<file path="config.mk">
export PLATFORM = sky130hd
export DESIGN_NAME = wheel_setpoint_ramp
export DESIGN_NICKNAME = d
export VERILOG_FILES = /design/src/rtl/wheel_ctrl_pkg.sv /design/src/rtl/wheel_ramp_step.sv /design/src/rtl/wheel_setpoint_ramp.sv
export SDC_FILE = /design/constraint.sdc
export NUM_CORES = 1
export LEC_CHECK = 0
export BUFFER_PORTS_ARGS = -buffer_cell sky130_fd_sc_hd__buf_2
export CAP_MARGIN = 15
export CORE_MARGIN = 2
export CORE_UTILIZATION = 45
export CTS_CLUSTER_DIAMETER = 40
export DETAILED_ROUTE_END_ITERATION = 6
export PLACE_DENSITY_LB_ADDON = 0.2
export SYNTH_ARGS = -nofsm -noshare
export SYNTH_HDL_FRONTEND = slang
export SYNTH_SLANG_ARGS = --single-unit
</file>
<file path="constraint.sdc">
create_clock -name WHEEL_SETPOINT_RAMP_CLOCK -period 6.7 [get_ports WHEEL_SETPOINT_RAMP_CLOCK]
set_input_delay 0.335 -clock WHEEL_SETPOINT_RAMP_CLOCK [delete_from_list [all_inputs] [get_ports WHEEL_SETPOINT_RAMP_CLOCK]]
set_output_delay 0.335 -clock WHEEL_SETPOINT_RAMP_CLOCK [all_outputs]
set_load 0.02 [all_outputs]
</file>
<file path="src/rtl/wheel_ctrl_pkg.sv">
// Shared types and constants for the wheel setpoint path.
// Sign-magnitude Q8.8 values with the sign in the top bit.
package wheel_ctrl_pkg;

  localparam int N_WIDTH = 17;
  localparam int Q_WIDTH = 8;
  localparam int SGN_BIT = N_WIDTH - 1;
  localparam int MAG_W   = N_WIDTH - 1;
  localparam int MAG_MSB = MAG_W - 1;

  localparam logic [N_WIDTH-1:0] ZERO_W = '0;
  localparam logic [N_WIDTH-1:0] NEG_ZERO_W = {1'b1, {MAG_W{1'b0}}};

  typedef enum logic [1:0] {
    ST_HOLD,
    ST_RAMP,
    ST_BRAKE
  } ramp_state_t;

  function automatic logic [N_WIDTH-1:0] norm_w(
    input logic [N_WIDTH-1:0] v
  );
    return (v[MAG_MSB:0] == '0) ? ZERO_W : v;
  endfunction

endpackage

</file>
<file path="src/rtl/wheel_ramp_step.sv">
// One slew-limited step of the output setpoint toward the
// effective target; a reversal always decays through +0.
import wheel_ctrl_pkg::*;

module wheel_ramp_step (
  input  logic [N_WIDTH-1:0] i_out,
  input  logic [N_WIDTH-1:0] i_eff,
  input  logic [MAG_W-1:0]   i_max_step,
  output logic [N_WIDTH-1:0] o_out_nxt,
  output ramp_state_t        o_state_nxt
);

  logic [MAG_W-1:0] w_mo;
  logic [MAG_W-1:0] w_me;
  logic             w_same;
  logic [MAG_W-1:0] w_mag;
  logic             w_sgn;

  assign w_mo = i_out[MAG_MSB:0];
  assign w_me = i_eff[MAG_MSB:0];
  assign w_same = (i_out[SGN_BIT] == i_eff[SGN_BIT])
                | (w_mo == '0);

  always_comb begin
    w_mag = '0;
    w_sgn = 1'b0;
    if (w_same) begin
      w_sgn = i_eff[SGN_BIT];
      if (w_me >= w_mo)
        w_mag = (w_me - w_mo <= i_max_step)
              ? w_me : w_mo + i_max_step;
      else
        w_mag = (w_mo - w_me <= i_max_step)
              ? w_me : w_mo - i_max_step;
    end else begin
      w_sgn = i_out[SGN_BIT];
      w_mag = (w_mo <= i_max_step)
            ? '0 : w_mo - i_max_step;
    end
  end

  assign o_out_nxt = (w_mag == '0) ? ZERO_W : {w_sgn, w_mag};

  always_comb begin
    o_state_nxt = ST_RAMP;
    if (o_out_nxt == i_eff)
      o_state_nxt = ST_HOLD;
    else if ((w_mag != '0) && (w_sgn != i_eff[SGN_BIT]))
      o_state_nxt = ST_BRAKE;
  end

endmodule

</file>
<file path="src/rtl/wheel_setpoint_ramp.sv">
// Command buffer, tick-driven slew limiter and watchdog
// feeding the wheel controller's target-omega input.
import wheel_ctrl_pkg::*;

module wheel_setpoint_ramp #(
  parameter logic [MAG_W-1:0] MAX_STEP   = 16'h0080,
  parameter int               WDOG_TICKS = 6
) (
  input  logic               WHEEL_SETPOINT_RAMP_CLOCK,
  input  logic               WHEEL_SETPOINT_RAMP_RESET_InLow,
  input  logic               WHEEL_SETPOINT_RAMP_TICK167ms_In,
  input  logic [N_WIDTH-1:0] WHEEL_SETPOINT_RAMP_CMD_InBus,
  input  logic               WHEEL_SETPOINT_RAMP_CMD_VALID_In,
  output logic               WHEEL_SETPOINT_RAMP_CMD_READY_Out,
  output logic [N_WIDTH-1:0] WHEEL_SETPOINT_RAMP_TARGETW_OutBus,
  output logic               WHEEL_SETPOINT_RAMP_AT_TARGET_Out,
  output logic               WHEEL_SETPOINT_RAMP_TIMEOUT_Out
);

  localparam int WD_W = $clog2(WDOG_TICKS + 1);
  localparam logic [WD_W-1:0] WD_MAX = WD_W'(WDOG_TICKS);

  logic               w_clk;
  logic               w_rst_n;
  logic               w_tick;
  logic               w_acc;
  logic               w_expire;
  logic [WD_W-1:0]    w_wd_inc;
  logic [N_WIDTH-1:0] w_eff;
  logic [N_WIDTH-1:0] w_out_nxt;
  ramp_state_t        w_st_nxt;

  logic               r_live;
  logic [N_WIDTH-1:0] r_pend;
  logic               r_pend_v;
  logic [N_WIDTH-1:0] r_tgt;
  logic [N_WIDTH-1:0] r_out;
  logic [WD_W-1:0]    r_wd;
  logic               r_at;
  logic               r_to;
  ramp_state_t        r_state;

  assign w_clk   = WHEEL_SETPOINT_RAMP_CLOCK;
  assign w_rst_n = WHEEL_SETPOINT_RAMP_RESET_InLow;
  assign w_tick  = WHEEL_SETPOINT_RAMP_TICK167ms_In;

  assign WHEEL_SETPOINT_RAMP_CMD_READY_Out  = r_live & ~r_pend_v;
  assign WHEEL_SETPOINT_RAMP_TARGETW_OutBus = r_out;
  assign WHEEL_SETPOINT_RAMP_AT_TARGET_Out  = r_at;
  assign WHEEL_SETPOINT_RAMP_TIMEOUT_Out    = r_to;

  assign w_acc = WHEEL_SETPOINT_RAMP_CMD_VALID_In
               & WHEEL_SETPOINT_RAMP_CMD_READY_Out;

  assign w_wd_inc = (r_wd == WD_MAX) ? r_wd : r_wd + 1'b1;

  // An accept on the expiry tick keeps the watchdog quiet.
  assign w_expire = w_tick & ~w_acc & (w_wd_inc == WD_MAX);

  assign w_eff = w_expire ? ZERO_W
               : (r_pend_v ? r_pend : r_tgt);

  wheel_ramp_step u_step (
    .i_out       (r_out),
    .i_eff       (w_eff),
    .i_max_step  (MAX_STEP),
    .o_out_nxt   (w_out_nxt),
    .o_state_nxt (w_st_nxt)
  );

  always_ff @(posedge w_clk or negedge w_rst_n) begin
    if (!w_rst_n) begin
      r_live   <= 1'b0;
      r_pend   <= ZERO_W;
      r_pend_v <= 1'b0;
      r_tgt    <= ZERO_W;
      r_out    <= ZERO_W;
      r_wd     <= '0;
      r_at     <= 1'b1;
      r_to     <= 1'b0;
      r_state  <= ST_HOLD;
    end else begin
      r_live <= 1'b1;
      if (w_tick) begin
        r_tgt    <= w_eff;
        r_out    <= w_out_nxt;
        r_state  <= w_st_nxt;
        r_at     <= (w_out_nxt == w_eff);
        r_pend_v <= 1'b0;
        r_wd     <= w_wd_inc;
        if (w_expire)
          r_to <= 1'b1;
      end
      if (w_acc) begin
        r_pend   <= norm_w(WHEEL_SETPOINT_RAMP_CMD_InBus);
        r_pend_v <= 1'b1;
        r_wd     <= '0;
        r_to     <= 1'b0;
      end
    end
  end

endmodule

</file>
## Word-level counts from Yosys, hierarchy flattened

Cells that the tools add are included.

- $add $sub $neg: 5
- Magnitude comparators: 4
- Equal/unequal tests: 4
- Multiplexer cells: 18
- Bitwise operators: 7
- Reductions and logical operators: 6

Operators with widths:

| operator | count |
|---|---|
| $mux 16 | 5 |
| $mux 17 | 4 |
| $le 16x8->1 const B | 3 |
| $logic_not 16->1 | 3 |
| $sub 16x16->16 | 2 |
| $eq 17x17->1 | 1 |
| $add 16x8->16 const B | 1 |
| $ge 16x16->1 | 1 |
| $sub 16x8->16 const B | 1 |
| $mux 3 | 3 |
| $eq 3x3->1 const B | 2 |
| $mux 1 | 6 |
| $and 1x1->1 | 4 |
| $reduce_bool 2->1 | 2 |
| $add 3x1->3 const B | 1 |
| $not 1->1 | 2 |
| $reduce_and 2->1 | 1 |
| $eq 1x1->1 | 1 |
| $or 1x1->1 | 1 |

- Flip-flop bits (word level): 58
- Bits of input ports: 21
- Word-level logic and storage cells: 52

## Depth between registers and ports, before layout

Gate-level depths: netlist (run 1).

- Word-level depth: 15
- Depth in mapped cells: 23
- Gate-level depth less buffers: 20

## Cells and area by module

From an unflattened synthesis (run 1), not the netlist that was laid out.

- Cell total of the unflattened synthesis: 1060
- Area, all modules: 8240.4 µm²

Modules (own cells, without submodules):

| module | instances | cells each | area an instance (µm²) | sequential area each (µm²) |
|---|---|---|---|---|
| wheel_ramp_step | 1 | 766 | 5188.7 | 0.0 |
| wheel_setpoint_ramp | 1 | 294 | 3051.7 | 1452.6 |

## Least setup slack after synthesis (run 1)

Ideal clock, no wire load.

- Path kind: register -> register
- Start point: register r_wd[0]
- End point: register r_out[16], in the netlist WHEEL_SETPOINT_RAMP_TARGETW_OutBus[16]
- Library setup time: 132 ps
- Arrival: 5263 ps
- Setup slack: 1304 ps
- Cell stages (with the launch flop): 21
- Path buffers: 0
- Period minus slack after synthesis: 5396 ps
- Cells stage by stage: dfrtp_1 inv_1 ha_1 and3b_1 o311ai_1 nand2_1 inv_1 ha_1 nor2b_4 o211a_4 or3_4 a2111oi_4 nor3_2 or4_4 o21ai_4 a31oi_2 a221oi_2 and4_1 or4b_1 o22ai_1 o21ai_1

- Word-level cells in the longest chain between the ends: 12
- Elaborated cells between the ends (all ways): 20
- Classes of those cells: add/sub: 3; order compare: 3; eq/ne: 3; mux: 8; bitwise: 2; reduce/logical: 1

Ends and longest elaborated chain:

| element | RTL line | text |
|---|---|---|
| start, declared | wheel_setpoint_ramp.sv:38 | `logic [WD_W-1:0] r_wd;` |
| start signal, assigned | wheel_setpoint_ramp.sv:90 | `r_wd <= w_wd_inc;` |
| $add 3x1->3 or $eq 3x3->1 (tied branches) | wheel_setpoint_ramp.sv:55 | `assign w_wd_inc = (r_wd == WD_MAX) ? r_wd : r_wd + 1'b1;` |
| $mux 3 (*) | wheel_setpoint_ramp.sv:55 |  |
| $eq 3x3->1 (*) | wheel_setpoint_ramp.sv:58 | `assign w_expire = w_tick & ~w_acc & (w_wd_inc == WD_MAX);` |
| $and 1x1->1 (*) | wheel_setpoint_ramp.sv:58 |  |
| $mux 17 (*) | wheel_setpoint_ramp.sv:60 | `assign w_eff = w_expire ? ZERO_W` |
| named net u_step.i_eff[1] | wheel_ramp_step.sv:7 | `input logic [N_WIDTH-1:0] i_eff,` |
| $sub 16x16->16 (on tied branches) | wheel_ramp_step.sv:33, wheel_ramp_step.sv:30 |  |
| $le 16x8->1 (on tied branches) | wheel_ramp_step.sv:33, wheel_ramp_step.sv:30 |  |
| $mux 16 (on tied branches) | wheel_ramp_step.sv:34, wheel_ramp_step.sv:31 |  |
| $mux 16 (*) | wheel_ramp_step.sv:29 | `if (w_me >= w_mo)` |
| $mux 16 (*) | wheel_ramp_step.sv:27 | `if (w_same) begin` |
| $logic_not 16->1 (*) | wheel_ramp_step.sv:42 | `assign o_out_nxt = (w_mag == '0) ? ZERO_W : {w_sgn, w_mag};` |
| $mux 17 (*) | wheel_ramp_step.sv:42 |  |
| end signal, assigned | wheel_setpoint_ramp.sv:86 | `r_out <= w_out_nxt;` |
| end, declared | wheel_setpoint_ramp.sv:37 | `logic [N_WIDTH-1:0] r_out;` |

The timed path passes the listed nets; every way through them passes the cells marked *.
A chain may end at the register's enable or synchronous reset.

## Final worst setup path (run 1)

- Start point: register r_wd[0]
- End point: register r_at, in the netlist WHEEL_SETPOINT_RAMP_AT_TARGET_Out

- Word-level cells in the longest chain between the ends: 13
- Elaborated cells between the ends (all ways): 21
- Classes of those cells: add/sub: 3; order compare: 3; eq/ne: 4; mux: 8; bitwise: 2; reduce/logical: 1

Ends and longest elaborated chain:

| element | RTL line | text |
|---|---|---|
| $add 3x1->3 or $eq 3x3->1 (tied branches) | wheel_setpoint_ramp.sv:55 |  |
| $mux 3 (*) | wheel_setpoint_ramp.sv:55 |  |
| $eq 3x3->1 (*) | wheel_setpoint_ramp.sv:58 |  |
| $and 1x1->1 (*) | wheel_setpoint_ramp.sv:58 |  |
| $mux 17 (*) | wheel_setpoint_ramp.sv:60 |  |
| named net u_step.i_eff[13] | wheel_ramp_step.sv:7 |  |
| $sub 16x16->16 (on tied branches) | wheel_ramp_step.sv:33, wheel_ramp_step.sv:30 |  |
| $le 16x8->1 (on tied branches) | wheel_ramp_step.sv:33, wheel_ramp_step.sv:30 |  |
| $mux 16 (on tied branches) | wheel_ramp_step.sv:34, wheel_ramp_step.sv:31 |  |
| $mux 16 | wheel_ramp_step.sv:29 |  |
| $mux 16 | wheel_ramp_step.sv:27 |  |
| $logic_not 16->1 | wheel_ramp_step.sv:42 |  |
| $mux 17 | wheel_ramp_step.sv:42 |  |
| $eq 17x17->1 (*) | n/a |  |
| end signal, assigned | wheel_setpoint_ramp.sv:88 | `r_at <= (w_out_nxt == w_eff);` |
| end, declared | wheel_setpoint_ramp.sv:39 | `logic r_at;` |

Marked as above.

==> impl_results.rst, run 1 <==
.. list-table::
   :header-rows: 1

   * - Metric
     - Value
   * - Clock Latency Late Sink
     - between 300 and 400 ps
   * - Clock transition at path regs
     - ~50 ps
   * - Area taken by flip-flops and latches
     - roughly 0.0015 mm²
   * - Clock tree from TritonCTS
     - built
   * - RSZ-0062 raised after global routing
     - false
   * - Detailed-route via count
     - approximately 6.6k
   * - Maximum fanout encountered on the critical timing path
     - 9
   * - Fin. max-slew vios
     - 0
   * - Per-cell routed wire length
     - 23.2 µm
   * - Overall die area
     - roughly 0.014 mm²
   * - Maximum number of pins on one net before global-route repair
     - 59
   * - Path category of the worst min-delay check
     - in -> async
   * - Initial antenna violation count
     - 0
   * - Post-Route Hold Slack
     - approximately 140 ps
   * - Number of buffers inserted during clock tree synthesis
     - 9
   * - Worst reg2reg setup slack
     - between 400 and 500 ps
   * - DRC violations left
     - 0
   * - Critical path buffers and inverters
     - 3
   * - Detailed placement HPWL
     - roughly 19 mm
   * - Vias in the first global route
     - between 6k and 7k
   * - Post-Route Skew
     - between 7 and 8 ps
   * - Leading cell types by total area after synthesis
     - sky130_fd_sc_hd__dfrtp_1 24%, sky130_fd_sc_hd__ha_1 7.3%, sky130_fd_sc_hd__nand2_1 7.2%
   * - Number of optimization iterations in the first detailed-route pass
     - 5
   * - Cell Count, Final, Fillers Out
     - around 1k
   * - # H-tree levels
     - 3
   * - End of the critical path
     - WHEEL_SETPOINT_RAMP_AT_TARGET_Out$_DFFE_PN1P_
   * - Count of clock tree sinks
     - 58
   * - Arrival time worst endpoint
     - about 6500 ps
   * - Number of distinct library cell variants in the gate-level netlist after synthesis
     - 88
   * - Netlist area before placement
     - a little over 0.006 mm²
   * - Remaining max-slew budget at the tightest pin
     - roughly 45%
   * - Transition time at the pin with the least slew margin
     - slightly above 800 ps
   * - Final Core Density
     - between 50% and 60%
   * - DRT met1 WL
     - just over 10 mm
   * - #FFs+latches synth
     - 58
   * - Top_reg_cell synth
     - sky130_fd_sc_hd__dfrtp_1
   * - Count of standard-cell rows
     - 42
   * - Logic depth of the worst path, buffers included
     - 21
   * - Terminus of the critical flop-to-flop path
     - WHEEL_SETPOINT_RAMP_AT_TARGET_Out$_DFFE_PN1P_
   * - Sequential cell area fraction in the yosys report
     - 24.1%
   * - Remaining Overflow, GRT
     - 0
   * - Uppermost signal routing layer after detailed routing
     - met4
   * - Number of endpoints failing setup at the final stage
     - 0
   * - Post-synthesis area per instance
     - 7.69 µm²
   * - Cell with the largest stage delay on the worst path
     - sky130_fd_sc_hd__a2111oi_0
   * - Portion of synthesized cell area occupied by the leading cell type
     - 23.6%
   * - Initial core utilization
     - approximately 46%
   * - Async set-reset flop share out of synthesis
     - 100%
   * - Worst flop-to-flop path startpoint
     - r_wd[0]$_DFFE_PN0P_
   * - Chip Width
     - roughly 120 µm
   * - Area growth from synthesis to layout
     - 15.3%
   * - Final count of hold timing violations
     - 0
   * - Net total in the final layout
     - a little under 900
   * - Max stage delay on crit path
     - ~630 ps
   * - Most frequent standard cell in the layout excluding fill and tap cells
     - sky130_fd_sc_hd__nand2_1
   * - Number of max-cap violations
     - 0
   * - Worst r2r path cells
     - 21
   * - CP endpoint kind
     - register
   * - Type of the setup path with the least slack
     - reg -> reg
   * - Required time of the critical path
     - between 6000 and 7000 ps
   * - Total wirelength of the detailed-routed design
     - ~24 mm
   * - Global-route usage over all layers
     - between 30% and 40%
   * - Synthesized netlist net count
     - about 840
   * - Via-per-instance ratio
     - 6.46
   * - Total I/O pin count
     - 41
   * - Area inside the core boundary
     - 0.0132 mm²
   * - Fillers
     - between 1k and 1.5k
   * - Shortest clock period the worst path allows after layout
     - between 6000 and 7000 ps
   * - Critical Path Source
     - r_wd[0]$_DFFE_PN0P_
   * - Post-detailed-route count of antenna-violating nets
     - 0
   * - Delay-heaviest family, CP
     - compound AO/OA/AOI/OAI gates
   * - CTS root buffer
     - sky130_fd_sc_hd__clkbuf_16
   * - Category of the worst setup path launch point
     - register
   * - Commonest cells after routing, fill and taps aside
     - 116 x sky130_fd_sc_hd__nand2_1, 64 x sky130_fd_sc_hd__nor2_1, 57 x sky130_fd_sc_hd__dfrtp_1
   * - Fraction of layout cells with a size suffix above 1
     - 17.6%
   * - Area of the multi-input gates
     - about 0.0043 mm²
   * - Number of DRC markers after the initial detailed-route iteration
     - just under 600
   * - Wire length of the first global-routing pass
     - about 36 mm
   * - Antenna diode count
     - 0
   * - Peak Freq
     - roughly 0.16 GHz
   * - Placed cell count
     - roughly 1k
   * - Post-synth top area cell
     - sky130_fd_sc_hd__dfrtp_1
   * - Syn. warnings
     - 0
   * - List of cells traversed by the critical path
     - inv_1 -> ha_1 -> nor4bb_2 -> o311a_1 -> buf_4 -> nor2_1 -> ha_1 -> and4_1 -> and3_1 -> nor2b_1 -> a311oi_2 -> nand2_1 -> nand2_1 -> a21oi_1 -> buf_4 -> o21ai_0 -> o21ai_0 -> a2111oi_0 -> nand4_1 -> o21a_1 -> a211oi_1
   * - Global placer's final weighted congestion
     - about 1.0
   * - Port Buf Inserts
     - 40
   * - Metal3 WL
     - a little over 2 mm
   * - Number of enable-type register cells in the synthesized netlist
     - 0
   * - Met2 WL post-DR
     - between 10 and 15 mm
   * - Chip height
     - roughly 120 µm
   * - Gate Count Post-Synth
     - 785
   * - Ratio of final minimum period to clock period
     - between 90 and 100%
   * - Run status
     - finished, final reports clean
   * - CTS max path bufs
     - 2
   * - Setup total negative slack
     - 0 ps
   * - Cts hold-fix bufs
     - 0
routing by layer:
layer | track usage (%) | vias up
li1 | - | 3009
met4 | 12.0 | 0
met1 | 43.8 | 3175
met5 | 0 | -
met3 | 7.65 | 67
met2 | 52.8 | 331
Yosys cell counts, types with 4 or more instances:
library cell / instances
sky130_fd_sc_hd__nand3_1: 17
sky130_fd_sc_hd__xnor2_1: 20
sky130_fd_sc_hd__nor4_1: 11
sky130_fd_sc_hd__mux2i_1: 14
sky130_fd_sc_hd__nand4_1: 12
sky130_fd_sc_hd__or3_1: 4
sky130_fd_sc_hd__a21o_1: 8
sky130_fd_sc_hd__nor2b_1: 10
sky130_fd_sc_hd__buf_2: 10
sky130_fd_sc_hd__dfrtp_1: 57
sky130_fd_sc_hd__nor3_1: 28
sky130_fd_sc_hd__o21ai_0: 52
sky130_fd_sc_hd__nor2_1: 64
sky130_fd_sc_hd__nand2_1: 116
sky130_fd_sc_hd__xor2_1: 9
sky130_fd_sc_hd__o211ai_1: 9
sky130_fd_sc_hd__ha_1: 35
sky130_fd_sc_hd__clkbuf_1: 23
sky130_fd_sc_hd__o31ai_1: 4
sky130_fd_sc_hd__mux2_2: 27
sky130_fd_sc_hd__a31oi_1: 8
sky130_fd_sc_hd__and3_1: 6
sky130_fd_sc_hd__a21oi_1: 56
sky130_fd_sc_hd__and4_1: 5
sky130_fd_sc_hd__inv_1: 40
sky130_fd_sc_hd__o22ai_1: 11
sky130_fd_sc_hd__buf_1: 4
sky130_fd_sc_hd__a311oi_1: 5
sky130_fd_sc_hd__o221ai_1: 6
sky130_fd_sc_hd__o21a_1: 11
sky130_fd_sc_hd__a211oi_1: 11
sky130_fd_sc_hd__and2_1: 4
metrics by stage:
stage / area (µm²) / worst slack (ps)
finish: 6960 / 445
global route: 6960 / 91.7
CTS: 6930 / 159
detailed placement: 6600 / 231
global placement: 6600 / 244
floorplan: 6030 / 1300
worst reg2reg max path, stage by stage (launching register included):
cell                        delay (ps)
sky130_fd_sc_hd__dfrtp_1           390
sky130_fd_sc_hd__inv_1              90
sky130_fd_sc_hd__ha_1              250
sky130_fd_sc_hd__nor4bb_2          400
sky130_fd_sc_hd__o311a_1           570
sky130_fd_sc_hd__buf_4             250
sky130_fd_sc_hd__nor2_1            120
sky130_fd_sc_hd__ha_1              440
sky130_fd_sc_hd__and4_1            320
sky130_fd_sc_hd__and3_1            230
sky130_fd_sc_hd__nor2b_1           150
sky130_fd_sc_hd__a311oi_2          470
sky130_fd_sc_hd__nand2_1           170
sky130_fd_sc_hd__nand2_1           300
sky130_fd_sc_hd__a21oi_1           180
sky130_fd_sc_hd__buf_4             210
sky130_fd_sc_hd__o21ai_0           160
sky130_fd_sc_hd__o21ai_0           120
sky130_fd_sc_hd__a2111oi_0         630
sky130_fd_sc_hd__nand4_1           260
sky130_fd_sc_hd__o21a_1            240
sky130_fd_sc_hd__a211oi_1          210
state kept, by name, summed over array words and instances (netlist names):
name	cells
WHEEL_SETPOINT_RAMP_TARGETW_OutBus	17
WHEEL_SETPOINT_RAMP_TIMEOUT_Out	1
WHEEL_SETPOINT_RAMP_AT_TARGET_Out	1
r_tgt	17
r_wd	3
r_pend	17
r_live	1
r_pend_v	1
cell type report:
| cell class | count | share of cell area, % |
|---|---|---|
| timing repair buffer | 80 | 7.19 |
| inverter | 40 | 2.16 |
| clock buffer | 12 | 3.69 |
| clock inverter | 4 | 1.06 |
| multi-input combinational | 649 | 61.9 |
| tap | 176 | 3.16 |
| sequential | 58 | 20.9 |
kinds of logic after synthesis:
family                   after synthesis  share of synthesized area, %
XOR/XNOR                              29                          4.21
other                                  1                        0.0621
buffers and inverters                 78                          5.12
flip-flops                            58                          24.1
AND/OR/NAND/NOR                      304                          24.6
multiplexers                          41                          7.36
AO/OA/AOI/OAI                        239                          27.3
adder cells (fa/ha/maj)               35                          7.26
how the worst min path moves through the flow:
stage                                    start                                            endpoint  slack [ps]
6_report       WHEEL_SETPOINT_RAMP_RESET_InLow  WHEEL_SETPOINT_RAMP_TARGETW_OutBus[11]$_DFFE_PN0P_         140
5_1_grt        WHEEL_SETPOINT_RAMP_RESET_InLow  WHEEL_SETPOINT_RAMP_TARGETW_OutBus[11]$_DFFE_PN0P_         220
4_1_cts        WHEEL_SETPOINT_RAMP_RESET_InLow  WHEEL_SETPOINT_RAMP_TARGETW_OutBus[11]$_DFFE_PN0P_         170
3_5_place_dp            r_pend[14]$_DFFE_PN0N_                              r_pend[14]$_DFFE_PN0N_         460
3_3_place_gp            r_pend[14]$_DFFE_PN0N_                              r_pend[14]$_DFFE_PN0N_         460
2_1_floorplan  WHEEL_SETPOINT_RAMP_RESET_InLow   WHEEL_SETPOINT_RAMP_TARGETW_OutBus[0]$_DFFE_PN0P_          40
repair_timing:
item / in CTS / in global routing
gates resized for setup: 0 / 5
buffers inserted: 0 / 0
endpoints found under the setup margin: 0 / 2
Power of run 1 is not shown: default switching activity piles up to over one toggle a cycle in this logic, so the estimate is an artifact.
==> run 2, diff against run 1 <==
--- a/config.mk
+++ b/config.mk
@@ -5,6 +5,7 @@
 export SDC_FILE = /design/constraint.sdc
 export NUM_CORES = 1
 export LEC_CHECK = 0
+export ABC_AREA = 1
 export BUFFER_PORTS_ARGS = -buffer_cell sky130_fd_sc_hd__buf_2
 export CAP_MARGIN = 15
 export CORE_MARGIN = 2
==> run 2 against run 1 <==
  * Cell count is 19% higher
  * Largest cell class unchanged
  * Wire length is 28% lower
  * Area after synthesis is 1.0% lower
  * Die area is 0.96% lower
  * First-iteration DRC count is 2.2% higher
  * Non-clock buffer count is 38 lower
  * Flip-flop and latch count stayed put
==> impl_results.rst, run 2 <==
.. list-table::
   :header-rows: 1

   * - Metric
     - Value
   * - Run status
     - finished, final reports clean
   * - Worst vdd ir
     - between 0.15 and 0.2 mV
   * - Total I/O pin count
     - 41
   * - Fraction of layout cells with a size suffix above 1
     - about 10%
   * - Setup total negative slack
     - 0 ps
   * - Shortest clock period the worst path allows after layout
     - between 5000 and 6000 ps
   * - Peak Freq
     - 0.195 GHz
   * - CTS max path bufs
     - 2
   * - Net total in the final layout
     - around 1.1k
   * - RSZ-0062 raised after global routing
     - false
   * - Number of optimization iterations in the first detailed-route pass
     - 6
   * - Maximum fanout encountered on the critical timing path
     - 19
   * - Number of enable-type register cells in the synthesized netlist
     - 0
   * - Ratio of final minimum period to clock period
     - 76.4%
   * - Netlist area before placement
     - roughly 0.0060 mm²
   * - Detailed placement HPWL
     - approximately 13 mm
   * - Post-Route Skew
     - 10.5 ps
   * - Remaining max-slew budget at the tightest pin
     - a little over a third
   * - Fin. max-slew vios
     - 0
   * - Fillers
     - roughly 1.4k
   * - Arrival time worst endpoint
     - approximately 5400 ps
   * - Number of DRC markers after the initial detailed-route iteration
     - 602
   * - Number of max-cap violations
     - 0
   * - Final count of hold timing violations
     - 0
   * - Antenna diode count
     - 0
   * - Post-Route Hold Slack
     - 122 ps
   * - Post-synth top area cell
     - sky130_fd_sc_hd__nand2_1
   * - Initial core utilization
     - a little under half
   * - Most frequent standard cell in the layout excluding fill and tap cells
     - sky130_fd_sc_hd__nand2_1
   * - Detailed-route via count
     - approximately 6.3k
   * - CTS root buffer
     - sky130_fd_sc_hd__clkbuf_16
   * - CP endpoint kind
     - register
   * - Commonest cells after routing, fill and taps aside
     - 428 x sky130_fd_sc_hd__nand2_1, 138 x sky130_fd_sc_hd__nand3_1, 112 x sky130_fd_sc_hd__inv_1
   * - Gate Count Post-Synth
     - approximately 1k
   * - Setup bufs post-CTS
     - 0
   * - Sequential cell area fraction in the yosys report
     - between 20% and 30%
   * - Remaining Overflow, GRT
     - 0
   * - Chip height
     - approximately 120 µm
   * - Maximum number of pins on one net before global-route repair
     - 59
   * - Initial antenna violation count
     - 0
   * - Pwr per Cell Area
     - about 590 mW/mm²
   * - Overall die area
     - approximately 0.014 mm²
   * - Clock tree from TritonCTS
     - built
   * - Required time of the critical path
     - 6980 ps
   * - Type of the setup path with the least slack
     - reg -> reg
   * - Post-synthesis area per instance
     - 5.92 µm²
   * - Cts hold-fix bufs
     - 0
   * - Number of distinct library cell variants in the gate-level netlist after synthesis
     - 34
   * - Chip Width
     - between 100 and 150 µm
   * - Area growth from synthesis to layout
     - 9.13%
   * - Vias in the first global route
     - between 5k and 6k
   * - Global placer's final weighted congestion
     - ~1
   * - Clock transition at path regs
     - 50 ps
   * - Count of standard-cell rows
     - 42
   * - Port Buf Inserts
     - 40
   * - DRC violations left
     - 0
   * - Synthesized netlist net count
     - approximately 1.1k
   * - Number of instances resized during post-cts repair
     - 0
   * - Number of endpoints failing setup at the final stage
     - 0
   * - Wire length of the first global-routing pass
     - approximately 28 mm
   * - Portion of synthesized cell area occupied by the leading cell type
     - 26.9%
   * - Top post-synthesis cells by count
     - 428 x sky130_fd_sc_hd__nand2_1, 138 x sky130_fd_sc_hd__nand3_1, 112 x sky130_fd_sc_hd__inv_1
   * - #FFs+latches synth
     - 58
   * - Count of clock tree sinks
     - 58
   * - # H-tree levels
     - 3
   * - Async set-reset flop share out of synthesis
     - 100%
   * - Transition time at the pin with the least slew margin
     - between 900 and 1000 ps
   * - Leading cell types by total area after synthesis
     - sky130_fd_sc_hd__nand2_1 27%, sky130_fd_sc_hd__dfrtp_1 24%, sky130_fd_sc_hd__nand3_1 12%
   * - Number of buffers inserted during clock tree synthesis
     - 9
   * - Category of the worst setup path launch point
     - register
   * - Leak Pwr
     - 0.00370 µW
   * - Top_reg_cell synth
     - sky130_fd_sc_hd__dfrtp_1
   * - Per-cell routed wire length
     - 14.0 µm
   * - Most common cell in the synthesized netlist
     - sky130_fd_sc_hd__nand2_1
   * - Area inside the core boundary
     - roughly 0.013 mm²
   * - Total wirelength of the detailed-routed design
     - 17.0 mm
   * - Via-per-instance ratio
     - between 5 and 6
   * - Global-route usage over all layers
     - 24.6%
   * - Clock Latency Late Sink
     - around 340 ps
   * - Syn. warnings
     - 0
   * - Post-detailed-route count of antenna-violating nets
     - 0
   * - Path category of the worst min-delay check
     - in -> async
[run 2: changes by cell type in the layout (fill, tap and decap cells not counted), sizes merged, moves of 14 or more]
cell / delta
buf: -38
nand2: +323
inv: +84
a21oi: -39
mux2i: -14
nand3: +128
o21ai: -15
nor3: -23
mux2: -27
xnor2: -19
[run 2: per-stage QoR]
stage / util [%] / cell area, µm² / setup WS, ps / std cells / power, µW
global placement: 47.7 / 6250 / 1700 / 1197 / 3390
floorplan: - / 5970 / 2790 / 1009 / 2750
CTS: 49.8 / 6520 / 1620 / 1213 / 3830
global route: 49.8 / 6520 / 915 / 1213 / 4250
detailed placement: 47.7 / 6250 / 1640 / 1197 / 3390
finish: 49.8 / 6520 / 1580 / 1213 / 3850
[run 2: routing by layer]
| metal | global-route usage, % | wire (µm) |
|---|---|---|
| met5 | 0 | 0 |
| met4 | 10.6 | 451 |
| met2 | 40.3 | 7840 |
| met3 | 3.02 | 996 |
| met1 | 32.5 | 7720 |
[run 2: layout make-up]
type | count | area, µm² | area share [%]
clock inverters | 5 | 30.0 | 0.461
clock buffers | 11 | 243 | 3.72
inverters | 127 | 477 | 7.31
repair buffers | 42 | 215 | 3.30
flip-flops and latches | 58 | 1450 | 22.3
multi-input cells | 794 | 3880 | 59.5
well taps | 176 | 220 | 3.38
[run 2: worst paths after layout]
kind,startpoint,to,slack (ps),depth (start not counted)
worst max-delay path,r_pend_v$_DFFE_PN0P_,WHEEL_SETPOINT_RAMP_AT_TARGET_Out$_DFFE_PN1P_,1580,26
worst min-delay path,WHEEL_SETPOINT_RAMP_RESET_InLow,WHEEL_SETPOINT_RAMP_TARGETW_OutBus[11]$_DFFE_PN0P_,120,2
worst max register to register,r_pend_v$_DFFE_PN0P_,WHEEL_SETPOINT_RAMP_AT_TARGET_Out$_DFFE_PN1P_,1580,26
worst min register to register,WHEEL_SETPOINT_RAMP_TIMEOUT_Out$_DFFE_PN0P_,WHEEL_SETPOINT_RAMP_TIMEOUT_Out$_DFFE_PN0P_,470,2
max in group asynchronous,WHEEL_SETPOINT_RAMP_RESET_InLow,r_tgt[2]$_DFFE_PN0P_,6060,2
min in group WHEEL_SETPOINT_RAMP_CLOCK,WHEEL_SETPOINT_RAMP_CMD_InBus[8],r_pend[8]$_DFFE_PN0N_,200,3
[run 2: logic make-up (layout without fill, tap and decap cells)]
logic type	after synthesis	after routing	synth area share, %
AOI/OAI and AO/OA	63	63	5.45
xor gates and xnor gates	21	21	3.08
adders and majority gates	35	35	7.33
buffers and inverters	157	185	10.7
DFF	58	58	24.3
other	1	1	0.0628
and+or+nand+nor	674	674	49.1
[run 2: critical path, cell delays in order (launching register included)]
cell and delay (ps):
sky130_fd_sc_hd__dfrtp_1 660, sky130_fd_sc_hd__clkinv_1 580, sky130_fd_sc_hd__nand2_1 170, sky130_fd_sc_hd__nand2_1 70, sky130_fd_sc_hd__nand2_1 180, sky130_fd_sc_hd__inv_1 130
sky130_fd_sc_hd__ha_1 390, sky130_fd_sc_hd__nand2_1 120, sky130_fd_sc_hd__nand2_1 110, sky130_fd_sc_hd__nand2_1 100, sky130_fd_sc_hd__nand2_1 80, sky130_fd_sc_hd__nand2_1 100
sky130_fd_sc_hd__nand2_1 100, sky130_fd_sc_hd__nand2_1 80, sky130_fd_sc_hd__and3_1 560, sky130_fd_sc_hd__inv_1 450, sky130_fd_sc_hd__nand3_1 200, sky130_fd_sc_hd__nand3_1 110
sky130_fd_sc_hd__nand2_1 160, sky130_fd_sc_hd__nand2_1 60, sky130_fd_sc_hd__nand2_1 80, sky130_fd_sc_hd__nand3_1 70, sky130_fd_sc_hd__nor2_1 140, sky130_fd_sc_hd__nand2_1 80
sky130_fd_sc_hd__nor2_1 100, sky130_fd_sc_hd__nand4_1 80, sky130_fd_sc_hd__nand2_1 90
[run 2: power by group]
part | internal [µW] | switching [µW]
combinational | 882 | 1960
sequential | 456 | 128
clock | 258 | 164
total | 1600 | 2250
(Power assumes the default switching activity.)
==> run 3, diff against run 2 <==
==> constraint.sdc (replaced) <==
create_clock -name WHEEL_SETPOINT_RAMP_CLOCK -period 4.3 [get_ports WHEEL_SETPOINT_RAMP_CLOCK]
set_input_delay 0.215 -clock WHEEL_SETPOINT_RAMP_CLOCK [delete_from_list [all_inputs] [get_ports WHEEL_SETPOINT_RAMP_CLOCK]]
set_output_delay 0.215 -clock WHEEL_SETPOINT_RAMP_CLOCK [all_outputs]
set_load 0.02 [all_outputs]
==> run 3 against run 2 <==
  * The flow now finishes with violations (setup timing)
  * Global-route usage grew 1.8 points
  * Highest routed layer unchanged
  * Critical path type unchanged
  * Via count is 9.4% higher
  * Non-clock buffer count increased by 79
==> impl_results.rst, run 3 (synthesized netlist as in run 2, its figures left out) <==
.. list-table::
   :header-rows: 1

   * - Metric
     - Value
   * - Run status
     - finished, violations left
   * - Violations in the final reports
     - setup timing
   * - Path category of the worst min-delay check
     - in -> reg
   * - Number of max-cap violations
     - 0
   * - Required time of the critical path
     - about 4600 ps
   * - Count of standard-cell rows
     - 42
   * - Detailed placement HPWL
     - around 14 mm
   * - Post-Route Skew
     - ~5.2 ps
   * - Net total in the final layout
     - about 1.2k
   * - Post-Place Setup Slack
     - -79.7 ps
   * - Terminus of the critical flop-to-flop path
     - WHEEL_SETPOINT_RAMP_AT_TARGET_Out$_DFFE_PN1P_
   * - Area inside the core boundary
     - 0.0131 mm²
   * - Vias in the first global route
     - around 6k
   * - # H-tree levels
     - 3
   * - Number of buffers inserted during clock tree synthesis
     - 9
   * - Clock transition at path regs
     - approximately 50 ps
   * - Clock Latency Late Sink
     - between 300 and 400 ps
   * - Hold EP
     - r_pend[8]$_DFFE_PN0N_
   * - Global-route usage over all layers
     - between 20% and 30%
   * - Overall die area
     - roughly 0.014 mm²
   * - Transition time at the pin with the least slew margin
     - around 1000 ps
   * - Initial core utilization
     - 45.7%
   * - DRC violations left
     - 0
   * - Fraction of layout cells with a size suffix above 1
     - 24.1%
   * - Category of the worst setup path launch point
     - register
   * - RSZ-0062 raised after global routing
     - true
   * - Placed cell count
     - approximately 1.2k
   * - Total wirelength of the detailed-routed design
     - a little under 20 mm
   * - Cell with the largest stage delay on the worst path
     - sky130_fd_sc_hd__dfrtp_1
   * - Chip Width
     - between 100 and 150 µm
   * - Cell count of the worst hold path
     - 3
   * - Initial antenna violation count
     - 0
   * - Fin worst setup slack
     - -188 ps
   * - Fin. max-slew vios
     - 0
   * - Final count of hold timing violations
     - 0
   * - Clock tree from TritonCTS
     - built
   * - Critical path buffers and inverters
     - 8
   * - Area growth from synthesis to layout
     - 31.7%
   * - Cell Count, Final, Fillers Out
     - roughly 1.3k
   * - Per-cell routed wire length
     - roughly 15 µm
   * - Max stage delay on crit path
     - 400 ps
   * - Crit path top cell by count
     - sky130_fd_sc_hd__nand2_1
   * - Most frequent standard cell in the layout excluding fill and tap cells
     - sky130_fd_sc_hd__nand2_1
   * - Total I/O pin count
     - a little over 40
   * - Delay-heaviest family, CP
     - simple AND/OR/NAND/NOR gates
   * - Number of optimization iterations in the first detailed-route pass
     - 5
   * - Number of endpoints failing setup at the final stage
     - 2
   * - CTS max path bufs
     - 2
   * - Peak Freq
     - between 0.2 and 0.25 GHz
   * - Commonest cells after routing, fill and taps aside
     - 400 x sky130_fd_sc_hd__nand2_1, 124 x sky130_fd_sc_hd__nand3_1, 104 x sky130_fd_sc_hd__inv_1
   * - Post-detailed-route count of antenna-violating nets
     - 0
   * - Global placer's final weighted congestion
     - about 0.99
   * - Arrival time worst endpoint
     - roughly 4800 ps
   * - Maximum fanout encountered on the critical timing path
     - 6
   * - CTS root buffer
     - sky130_fd_sc_hd__clkbuf_16
   * - Worst flop-to-flop path startpoint
     - r_wd[0]$_DFFE_PN0P_
   * - Worst r2r path cells
     - 33
   * - CP endpoint kind
     - register
   * - Via-per-instance ratio
     - 5.30
   * - Count of clock tree sinks
     - between 50 and 60
   * - Maximum number of pins on one net before global-route repair
     - 41
   * - Remaining Overflow, GRT
     - 0
   * - Antenna diode count
     - 0
   * - Type of the setup path with the least slack
     - reg -> reg
   * - Port Buf Inserts
     - 40
   * - Beginning of the worst hold path
     - WHEEL_SETPOINT_RAMP_CMD_InBus[8]
   * - Worst reg2reg setup slack
     - -190 ps
   * - Remaining max-slew budget at the tightest pin
     - between 30% and 40%
   * - Ratio of final minimum period to clock period
     - 104%
   * - Wire length of the first global-routing pass
     - approximately 30 mm
   * - Shortest clock period the worst path allows after layout
     - between 4000 and 5000 ps
   * - Chip height
     - 119 µm
   * - Number of DRC markers after the initial detailed-route iteration
     - approximately 560
   * - Detailed-route via count
     - between 6k and 7k
==> run 3: cell count changes in the layout (fill, tap and decap cells not counted), moves of 14 or more <==
cell	previous run	this run
sky130_fd_sc_hd__buf_4	2	63
sky130_fd_sc_hd__nand3_1	138	124
sky130_fd_sc_hd__ha_4	0	16
sky130_fd_sc_hd__nand2_2	10	36
sky130_fd_sc_hd__nand3_2	7	21
sky130_fd_sc_hd__nand2_1	428	400
sky130_fd_sc_hd__ha_1	35	19
==> run 3: worst max-delay path by stage <==
| stage | depth (start not counted) | start | endpoint | slack [ps] |
|---|---|---|---|---|
| after floorplan | 34 | r_pend_v$_DFFE_PN0P_ | WHEEL_SETPOINT_RAMP_AT_TARGET_Out$_DFFE_PN1P_ | 390 |
| after global placement | 33 | r_wd[0]$_DFFE_PN0P_ | WHEEL_SETPOINT_RAMP_AT_TARGET_Out$_DFFE_PN1P_ | -50 |
| after detailed placement | 32 | r_wd[0]$_DFFE_PN0P_ | WHEEL_SETPOINT_RAMP_AT_TARGET_Out$_DFFE_PN1P_ | -80 |
| after CTS | 34 | r_wd[0]$_DFFE_PN0P_ | WHEEL_SETPOINT_RAMP_AT_TARGET_Out$_DFFE_PN1P_ | -5 |
| after global routing | 34 | r_wd[0]$_DFFE_PN0P_ | WHEEL_SETPOINT_RAMP_AT_TARGET_Out$_DFFE_PN1P_ | -450 |
| final | 33 | r_wd[0]$_DFFE_PN0P_ | WHEEL_SETPOINT_RAMP_AT_TARGET_Out$_DFFE_PN1P_ | -190 |
==> run 3: final cells by class <==
class                   instances  area, µm²
clock buffers                  10        229
clock inverters                 5        104
inverters                     127        479
fillers                      1283       5220
repair buffers                121        996
flip-flops and latches         58       1450
repair inverters                1       7.51
well taps                     176        220
multi-input cells             796       4380
==> run 3: per-stage QoR <==
stage                     hold WS, ps  instance area, µm²  setup TNS [ps]  utilization [%]
after floorplan                 -80.6                5970               0                -
after global routing             99.2                7870           -1030             60.1
final                            97.8                7870            -291             60.1
after detailed placement          201                6600           -79.7             50.4
after global placement            195                6600           -50.5             50.4
after CTS                        87.6                6970           -5.13             53.3
==> run 3: routing by layer <==
metal / share of wire, % / vias to the layer above / GRT usage, %
met5: 0 / - / 0
li1: - / 3393 / -
met2: 47 / 294 / 42.5
met3: 6.9 / 46 / 3.93
met1: 43 / 3123 / 36.4
met4: 2.7 / 0 / 8.33
==> run 3: repair_timing <==
| item | 4_1_cts | 5_1_grt |
|---|---|---|
| resized for setup | 10 | 114 |
| hold buffers | 1 | 0 |
| endpoints found under the setup margin | 2 | 16 |
| cloned | 0 | 6 |
| setup buffers | 0 | 28 |
| pin swaps | 0 | 40 |
| endpoints found under the hold margin | 19 | 0 |
==> run 3: worst min-delay path: stages <==
cell and delay, ps:
sky130_fd_sc_hd__buf_2 90, sky130_fd_sc_hd__nand2_1 50, sky130_fd_sc_hd__nand2_1 40
Power of run 3 is left out for the same reason.
